## src/rtl/serial_tx.sv

```systemverilog
// serial_tx: FIFO-buffered UART transmitter (8 data bits, LSB first, one stop bit).
// Define SERIAL_TX_PARITY_EN to add an even-parity bit between the data and stop bits.
module serial_tx #(
    parameter int CLKS_PER_BIT = 234,
    parameter int FIFO_AW      = 4
) (
    input  logic       clk,
    input  logic       rst,
    input  logic [7:0] i_serial,
    input  logic       i_serial_v,
    output logic       o_tx,
    output logic       o_busy,
    output logic       o_full,
    output logic       o_overflow
);

    localparam int                 DEPTH      = 1 << FIFO_AW;
    localparam logic [15:0]        BIT_RELOAD = 16'(CLKS_PER_BIT - 1);
    localparam logic [FIFO_AW:0]   DEPTH_CNT  = (FIFO_AW + 1)'(DEPTH);
    localparam logic [FIFO_AW:0]   ONE_CNT    = (FIFO_AW + 1)'(1);
    localparam logic [FIFO_AW-1:0] ONE_PTR    = FIFO_AW'(1);

    typedef enum logic [2:0] {
        IDLE,
        START,
        DATA,
        PARITY,
        STOP
    } state_t;

    state_t             state_q, state_d;
    logic [15:0]        cnt_q, cnt_d;
    logic [2:0]         bit_idx_q, bit_idx_d;
    logic [7:0]         shift_q, shift_d;
    logic               tx_q, tx_d;
    logic               overflow_q, overflow_d;
    logic [FIFO_AW-1:0] rd_ptr_q, rd_ptr_d;
    logic [FIFO_AW-1:0] wr_ptr_q, wr_ptr_d;
    logic [FIFO_AW:0]   count_q, count_d;
    logic [7:0]         mem_q [DEPTH];

`ifdef SERIAL_TX_PARITY_EN
    logic               parity_q, parity_d;
`endif

    logic       fifo_empty;
    logic       fifo_full;
    logic       bit_done;
    logic       pop;
    logic       push_ok;
    logic [7:0] rd_data;

    // FSM: next state, bit timing and the registered line value for the next cycle
    always_comb begin
        fifo_empty = (count_q == '0);
        fifo_full  = (count_q == DEPTH_CNT);
        bit_done   = (cnt_q == 16'd0);
        rd_data    = mem_q[rd_ptr_q];

        state_d   = state_q;
        cnt_d     = bit_done ? cnt_q : cnt_q - 16'd1;
        bit_idx_d = bit_idx_q;
        shift_d   = shift_q;
        tx_d      = tx_q;
        pop       = 1'b0;
`ifdef SERIAL_TX_PARITY_EN
        parity_d  = parity_q;
`endif

        case (state_q)
            IDLE: begin
                tx_d = 1'b1;
                pop  = !fifo_empty;
            end
            START: begin
                if (bit_done) begin
                    state_d   = DATA;
                    cnt_d     = BIT_RELOAD;
                    bit_idx_d = 3'd0;
                    tx_d      = shift_q[0];
                end
            end
            DATA: begin
                if (bit_done) begin
                    cnt_d = BIT_RELOAD;
                    if (bit_idx_q == 3'd7) begin
`ifdef SERIAL_TX_PARITY_EN
                        state_d = PARITY;
                        tx_d    = parity_q;
`else
                        state_d = STOP;
                        tx_d    = 1'b1;
`endif
                    end else begin
                        bit_idx_d = bit_idx_q + 3'd1;
                        shift_d   = {1'b0, shift_q[7:1]};
                        tx_d      = shift_q[1];
                    end
                end
            end
`ifdef SERIAL_TX_PARITY_EN
            PARITY: begin
                if (bit_done) begin
                    state_d = STOP;
                    cnt_d   = BIT_RELOAD;
                    tx_d    = 1'b1;
                end
            end
`endif
            STOP: begin
                if (bit_done) begin
                    // back-to-back frames: go straight to START when more data is queued
                    pop     = !fifo_empty;
                    state_d = IDLE;
                    tx_d    = 1'b1;
                end
            end
            default: begin
                state_d = IDLE;
                tx_d    = 1'b1;
            end
        endcase

        if (pop) begin
            state_d = START;
            cnt_d   = BIT_RELOAD;
            shift_d = rd_data;
            tx_d    = 1'b0;
`ifdef SERIAL_TX_PARITY_EN
            parity_d = ^rd_data;
`endif
        end
    end

    // FIFO bookkeeping; a full FIFO still accepts a push when a pop frees a slot this cycle
    always_comb begin
        push_ok    = i_serial_v && (!fifo_full || pop);
        overflow_d = overflow_q || (i_serial_v && !push_ok);
        wr_ptr_d   = push_ok ? wr_ptr_q + ONE_PTR : wr_ptr_q;
        rd_ptr_d   = pop ? rd_ptr_q + ONE_PTR : rd_ptr_q;
        count_d    = count_q;
        if (push_ok && !pop) begin
            count_d = count_q + ONE_CNT;
        end else if (pop && !push_ok) begin
            count_d = count_q - ONE_CNT;
        end
    end

    always_ff @(posedge clk or posedge rst) begin
        if (rst) begin
            state_q    <= IDLE;
            cnt_q      <= 16'd0;
            bit_idx_q  <= 3'd0;
            shift_q    <= 8'd0;
            tx_q       <= 1'b1;
            overflow_q <= 1'b0;
            rd_ptr_q   <= '0;
            wr_ptr_q   <= '0;
            count_q    <= '0;
`ifdef SERIAL_TX_PARITY_EN
            parity_q   <= 1'b0;
`endif
        end else begin
            state_q    <= state_d;
            cnt_q      <= cnt_d;
            bit_idx_q  <= bit_idx_d;
            shift_q    <= shift_d;
            tx_q       <= tx_d;
            overflow_q <= overflow_d;
            rd_ptr_q   <= rd_ptr_d;
            wr_ptr_q   <= wr_ptr_d;
            count_q    <= count_d;
`ifdef SERIAL_TX_PARITY_EN
            parity_q   <= parity_d;
`endif
        end
    end

    // Storage needs no reset: the pointers and count define what is valid
    always_ff @(posedge clk) begin
        if (push_ok) begin
            mem_q[wr_ptr_q] <= i_serial;
        end
    end

    assign o_tx       = tx_q;
    assign o_busy     = (state_q != IDLE) || !fifo_empty;
    assign o_full     = fifo_full;
    assign o_overflow = overflow_q;

endmodule

```

## config.mk

```make
export PLATFORM = sky130hd
export DESIGN_NAME = serial_tx
export DESIGN_NICKNAME = d
export VERILOG_FILES = /design/src/rtl/serial_tx.sv
export SDC_FILE = /design/constraint.sdc
export NUM_CORES = 1
export LEC_CHECK = 0
export ABC_AREA = 1
export CORE_MARGIN = 2
export CORE_UTILIZATION = 30
export DETAILED_ROUTE_END_ITERATION = 8
export PLACE_DENSITY = 0.5
export SYNTH_ARGS = -nofsm -noshare
export SYNTH_HDL_FRONTEND = slang
export SYNTH_SLANG_ARGS = --single-unit
```

## constraint.sdc

```tcl
create_clock -name clk -period 3.3 [get_ports clk]
set_clock_uncertainty 0.1 [all_clocks]
set_input_delay 0.33 -clock clk [delete_from_list [all_inputs] [get_ports clk]]
set_output_delay 0.33 -clock clk [all_outputs]
set_load 0.1 [all_outputs]
```

==> impl_metrics.csv, run 1 <==
group,metric,value,unit
cells_and_area,antenna_cells,0,
critical_path,r2r_start,"cnt_q[0]$_DFF_PP0_",
critical_path,startpoint_type,"register",
floorplanning,ios,15,
yosys,synth.distinct_cells,38,
place,port_buffers,14,
timing,finalMaxSlewViolations,0,
drt,wl_per_cell,15.6,um
floorplanning,num_rows,60,
yosys,ys_warn_count,0,
drt,drt_iter0_drc,320,
cells_and_area,register_area,4970,um^2
clocking,clk_latency,0.44,ns
yosys,syn_area,8100,um^2
cells_and_area,layout_common_cells,"nand2_1 (213), edfxtp_1 (128), nand3_1 (110)",
cells_and_area,multiInputGateArea,2620,um^2
global_route,grt_pass1_vias,5412,
critical_path,crit_type,"reg -> reg",
clocking,cts_buffers,17,
yosys,syn_nets,861,
yosys,syn_area_per_cell,9.70,um^2
drt,drtPass1Iterations,5,
timing,final.min_clock_period,2.93,ns
clocking,cts_setup_buffers,0,
global_route,grt_pass1_wl,30700,um
place,gp_congestion,0.828,
critical_path,cp.required,3.56,ns
critical_path,end_kind,"register",
drt,totalWireLength,18800,um
clocking,max-clock-path-buffers,2,
run,maxCapViolations,0,
floorplanning,die_x,168,um
global_route,grt_overflow,0,
global_route,antenna_found_initial,0,
drt,dr_wl_met3,584,um
cells_and_area,n_fill_cell,2748,
power,vdd_ir_drop_max,0.000320,V
critical_path,critPathCapture,"count_q[4]$_DFFE_PP0P_",
drt,num_vias,5431,
timing,min_period_over_period,88.9,%
critical_path,r2r-end,"count_q[4]$_DFFE_PP0P_",
power,powerDensity,571,nW/um^2
global_route,grt_max_degree,71,
drt,vias_per_cell,4.50,
timing,fin_setup_tns,0,ns
timing,worst_slew_pin_slew,0.987,ns
yosys,synth-seq-cells,173,
floorplanning,die_h,168,um
cells_and_area,final_cells,1208,
clocking,clk_pin_slew,0.08,ns
clocking,clkSinkCount,173,
cells_and_area,fin_nets,880,
clocking,cts_tree,"built",
cells_and_area,drive_gt1_share,11.2,%
yosys,synth_cells,835,
clocking,htree_num_levels,4,
timing,hold_violations,0,
drt,drc,0,
critical_path,startpoint,"cnt_q[0]$_DFF_PP0_",
critical_path,crit_path_max_fanout,15,
critical_path,arrival,3.20,ns
drt,ant_nets,0,
power,p_leak,0.00380,uW
timing,max_freq,341,MHz
place,hpwl,11700,um
cells_and_area,final_common_cell,"nand2_1",
yosys,yosysSeqAreaShare,61.4,%
hold_path,hp-class,"in -> async",
cells_and_area,syn_to_final_growth,14.1,%
timing,rsz0062_at_grt,"false",
timing,max-slew-margin-rel,34.0,%
drt,wl_met2,8970,um
timing,setup-violations-final,0,
floorplanning,initial_core_util,30.3,%
critical_path,r2r_cells,19,
clocking,root_buffer,"clkbuf_16",
global_route,grtUsageTotal,14.2,%
floorplanning,core-area,26700,um^2
drt,dr.max_layer_used,"met4",
place,dp.cells,1176,
critical_path,r2r_slack,0.37,ns
run_status,status,"finished clean",
floorplanning,die-area,28300,um^2
drt,wl_met1,8970,um
[power by group]
group / switching [uW] / internal [uW] / leakage (uW)
registers: 92.8 / 2530 / 0.00171
clock network: 978 / 1020 / 0.000281
logic: 445 / 212 / 0.00181
[flip-flops by register name, indices dropped and copies added (netlist names)]
| name | cells |
|---|---|
| mem_q | 128 |
| cnt_q | 16 |
| shift_q | 8 |
| count_q | 5 |
| rd_ptr_q | 4 |
| wr_ptr_q | 4 |
| bit_idx_q | 3 |
| state_q | 3 |
| o_overflow | 1 |
| o_tx | 1 |
[critical path: stages, from the launching register on]
cell     delay (ns)
dfrtp_1        0.40
inv_1          0.12
ha_2           0.23
nand2_2        0.12
nor2_4         0.14
nand2_4        0.09
nand2_2        0.10
nand2_4        0.13
nand2_4        0.12
nand2_4        0.04
inv_1          0.06
ha_1           0.21
inv_1          0.12
ha_1           0.30
a21oi_1        0.15
nor2_1         0.05
nor2_1         0.10
xor2_1         0.15
nand2_1        0.06
o21ai_0        0.07
[how the worst min path moves through the flow]
stage                startpoint                      to  slack (ns)  depth (start not counted)
2_1_floorplan       i_serial[0]   mem_q[0][0]$_DFFE_PP_        0.33                          0
3_3_place_gp   o_tx$_DFFE_PP1P_        o_tx$_DFFE_PP1P_        0.36                          2
3_5_place_dp   o_tx$_DFFE_PP1P_        o_tx$_DFFE_PP1P_        0.36                          2
4_1_cts                     rst  count_q[4]$_DFFE_PP0P_        0.26                          2
5_1_grt                     rst  count_q[3]$_DFFE_PP0P_        0.31                          2
6_report                    rst  count_q[4]$_DFFE_PP0P_        0.23                          2
[final cells by class]
cell class | count | share of cell area (%)
Tap cell | 341 | 4.62
Multi-Input combinational cell | 537 | 28.3
Clock buffer | 17 | 4.60
Inverter | 93 | 3.78
Clock inverter | 15 | 1.84
Timing Repair Buffer | 32 | 3.06
Sequential cell | 173 | 53.8
[Yosys cell counts]
library cell	number	area [um^2]
dfstp_2	1	26.3
nand4_1	6	37.5
nor3_2	1	10.0
nand2_1	213	800
buf_1	5	18.8
nand3b_1	4	30.0
o21ai_1	3	15.0
clkbuf_1	12	45.0
fa_1	1	20.0
o211ai_1	1	7.51
xnor2_1	2	17.5
a21oi_4	1	16.3
nor3_1	5	25.0
or2_2	3	18.8
nand3_2	2	20.0
nor2_1	89	334
nand2_2	6	37.5
a31o_2	1	8.76
o21ai_0	31	155
ha_1	14	175
a21boi_1	1	7.51
a21oi_1	6	30.0
nor2_2	15	93.8
dfrtp_1	44	1100
inv_1	87	327
xor2_1	13	114
buf_2	10	50.1
nor2_4	2	22.5
inv_2	3	11.3
a31oi_1	1	6.26
or2_1	1	6.26
buf_4	1	7.51
nand3_1	110	551
edfxtp_1	128	3840
nand2_4	4	45.0
clkinv_1	3	11.3
buf_6	4	45.0
a21oi_2	1	8.76
[stage by stage]
| stage | setup slack, ns | cell area [um^2] | hold slack (ns) | total power, uW | util [%] |
|---|---|---|---|---|---|
| 2_1_floorplan | 0.0768 | 8100 | 0.329 | 3110 | - |
| 3_3_place_gp | 0.326 | 8650 | 0.363 | 3330 | 32.4 |
| 3_5_place_dp | 0.301 | 8650 | 0.364 | 3340 | 32.4 |
| 4_1_cts | 0.291 | 9240 | 0.258 | 5350 | 34.6 |
| 5_1_grt | 0.0482 | 9240 | 0.308 | 5520 | 34.6 |
| 6_report | 0.366 | 9240 | 0.227 | 5280 | 34.6 |
[routing by layer]
| layer | vias up | GRT usage [%] |
|---|---|---|
| li1 | 2774 | - |
| met1 | 2563 | 19.2 |
| met2 | 82 | 23.4 |
| met3 | 12 | 2.30 |
| met4 | 0 | 4.54 |
| met5 | - | 0 |
[what timing repair did]
item / in CTS / in global routing
gates resized for setup: 0 / 1
setup endpoints to repair: 0 / 1
hold buffers: 0 / 0
[cell families after synthesis]
family,Yosys count,share of synthesized area (%)
fa+ha+maj,15,2.41
xor+xnor,15,1.62
buf+inv,125,6.36
flops,173,61.4
simple gates,461,25.1
compound gates,46,3.15
No activity file was read; power rests on OpenSTA's default activity.
==> inputs of run 2 (changes only) <==
--- a/config.mk
+++ b/config.mk
@@ -9,6 +9,7 @@
 export CORE_MARGIN = 2
 export CORE_UTILIZATION = 30
 export DETAILED_ROUTE_END_ITERATION = 8
+export HOLD_SLACK_MARGIN = 0.06
 export PLACE_DENSITY = 0.5
 export SYNTH_ARGS = -nofsm -noshare
 export SYNTH_HDL_FRONTEND = slang
==> constraint.sdc (replaced) <==
create_clock -name clk -period 3.1 [get_ports clk]
set_clock_uncertainty 0.1 [all_clocks]
set_input_delay 0.31 -clock clk [delete_from_list [all_inputs] [get_ports clk]]
set_output_delay 0.31 -clock clk [all_outputs]
set_load 0.1 [all_outputs]
==> impl_metrics.csv, run 2 (synthesized netlist as in run 1, its figures left out) <==
group,metric,value,unit
run_status,status,"finished clean",
global_route,grt_overflow,0,
run,maxCapViolations,0,
power,powerDensity,607,nW/um^2
floorplanning,num_rows,60,
place,hpwl,12000,um
power,p_clk_share,37.6,%
timing,max-slew-margin-rel,47.9,%
power,comb_power_share,12.5,%
critical_path,end_kind,"register",
critical_path,slowest_stage,"dfrtp_1",
cells_and_area,fin_nets,883,
critical_path,startpoint_type,"register",
drt,vias_per_cell,4.54,
place,port_buffers,14,
global_route,grtUsageTotal,14.0,%
timing,hold_violations,0,
drt,totalWireLength,18600,um
cells_and_area,syn_to_final_growth,14.1,%
critical_path,arrival,3.08,ns
global_route,grt_pass1_vias,5328,
power,vdd_ir_drop_max,0.000340,V
floorplanning,ios,15,
clocking,root_buffer,"clkbuf_16",
critical_path,slowest_delay,0.42,ns
power,p_switching,1490,uW
timing,setup-violations-final,0,
clocking,htree_num_levels,4,
timing,timing.hold.ws,0.195,ns
critical_path,r2r_start,"cnt_q[0]$_DFF_PP0_",
floorplanning,initial_core_util,30.3,%
global_route,grt_pass1_wl,30100,um
clocking,cts_setup_buffers,0,
clocking,clk_latency,0.43,ns
critical_path,r2r-end,"count_q[4]$_DFFE_PP0P_",
floorplanning,die_h,168,um
power,p_leak,0.00381,uW
drt,drc,0,
power,seq_power_share,49.9,%
timing,final.min_clock_period,2.84,ns
cells_and_area,largest_reg_flops,128,
critical_path,crit_type,"reg -> reg",
clocking,max-clock-path-buffers,2,
critical_path,r2r_cells,19,
drt,num_vias,5490,
global_route,grt_max_degree,32,
drt,ant_nets,0,
floorplanning,core-area,26700,um^2
cells_and_area,regMostFlops,"mem_q",
cells_and_area,final_common_cell,"nand2_1",
critical_path,cp.required,3.35,ns
critical_path,crit_path_max_fanout,15,
clocking,cts_hold_buf,0,
hold_path,hp-class,"in -> async",
power,p_int,4110,uW
drt,drtPass1Iterations,5,
cells_and_area,antenna_cells,0,
cells_and_area,top_regs,"mem_q: 128 flops, cnt_q: 16 flops, shift_q: 8 flops",
clocking,cts_tree,"built",
critical_path,crit_path_frequent_cell,"nand2_4",
timing,fin_setup_tns,0,ns
timing,max_freq,353,MHz
drt,drt_iter0_drc,394,
global_route,antenna_found_initial,0,
timing,rsz0062_at_grt,"false",
drt,wl_per_cell,15.4,um
critical_path,r2r_slack,0.26,ns
timing,finalMaxSlewViolations,0,
power,netSwitchingFraction,26.7,%
clocking,clk_pin_slew,0.07,ns
critical_path,startpoint,"cnt_q[0]$_DFF_PP0_",
cells_and_area,layout_common_cells,"nand2_1 (213), edfxtp_1 (128), nand3_1 (110)",
clocking,cts_buffers,17,
timing,worst_slew_pin_slew,0.779,ns
floorplanning,die_x,168,um
critical_path,crit_path_cell_trace,"inv_2 > ha_1 > nand2_2 > nor2_4 > nand2_4 > nand2_4 > nand2_8 > nand2_4 > nand2_4 > inv_1 > ha_2 > inv_1 > ha_1 > a21oi_1 > nor2_1 > nor2_1 > xor2_1 > nand2_1 > o21ai_0",
cells_and_area,drive_gt1_share,11.5,%
floorplanning,die-area,28300,um^2
clocking,clkSinkCount,173,
timing,min_period_over_period,91.5,%
place,gp_congestion,0.829,
## run 2: worst max-delay path by stage
stage	to	slack [ns]	cells past startpoint
finish	count_q[4]$_DFFE_PP0P_	0.26	19
global route	count_q[4]$_DFFE_PP0P_	0.007	19
CTS	count_q[4]$_DFFE_PP0P_	0.11	19
floorplan	count_q[4]$_DFFE_PP0P_	0.21	16
global placement	count_q[4]$_DFFE_PP0P_	0.21	19
detailed placement	count_q[4]$_DFFE_PP0P_	0.15	19
## run 2: stage by stage
| stage | cells | util (%) | total power (uW) | area [um^2] | setup WS, ns |
|---|---|---|---|---|---|
| global placement | 1179 | 32.4 | 3550 | 8660 | 0.210 |
| detailed placement | 1179 | 32.4 | 3550 | 8660 | 0.149 |
| CTS | 1209 | 34.5 | 5660 | 9220 | 0.105 |
| global route | 1209 | 34.6 | 5850 | 9240 | 0.00688 |
| floorplan | 835 | - | 3320 | 8110 | 0.212 |
| finish | 1209 | 34.6 | 5610 | 9240 | 0.264 |
## run 2: worst max-delay path: cells and delay by family (launching register included)
kind	cells	cell delay, ns
xor gates and xnor gates	1	0.15
buffers and inverters	3	0.24
DFF	1	0.42
adders and majority gates	3	0.69
and+or+nand+nor	10	0.92
AOI/OAI and AO/OA	2	0.22
## run 2: cell type report
type	instances	area [um^2]
multi-input cells	537	2640
clock buffers	18	429
clock inverters	12	138
well taps	341	427
fillers	2704	17500
repair buffers	35	288
flip-flops and latches	173	4970
inverters	93	349
## run 2: per-layer routing
layer / global-route usage (%) / vias up / part of all wire, %
li1: - / 2771 / -
met1: 18.9 / 2629 / 48
met2: 22.8 / 72 / 48
met3: 2.49 / 18 / 2.2
met4: 4.35 / 0 / 1.3
met5: 0 / - / 0
## run 2: power by group through the flow
| stage | sequential (uW) | clock [uW] | combinational, uW |
|---|---|---|---|
| finish | 2800 | 2110 | 701 |
| global route | 2820 | 2240 | 794 |
| CTS | 2800 | 2150 | 709 |
| detailed placement | 2850 | 0 | 706 |
| global placement | 2850 | 0 | 704 |
| floorplan | 2860 | 0 | 459 |
## run 2: repair_timing
item	4_1_cts	5_1_grt
resized for setup	0	4
endpoints found under the hold margin	0	0
setup endpoints to repair	0	2
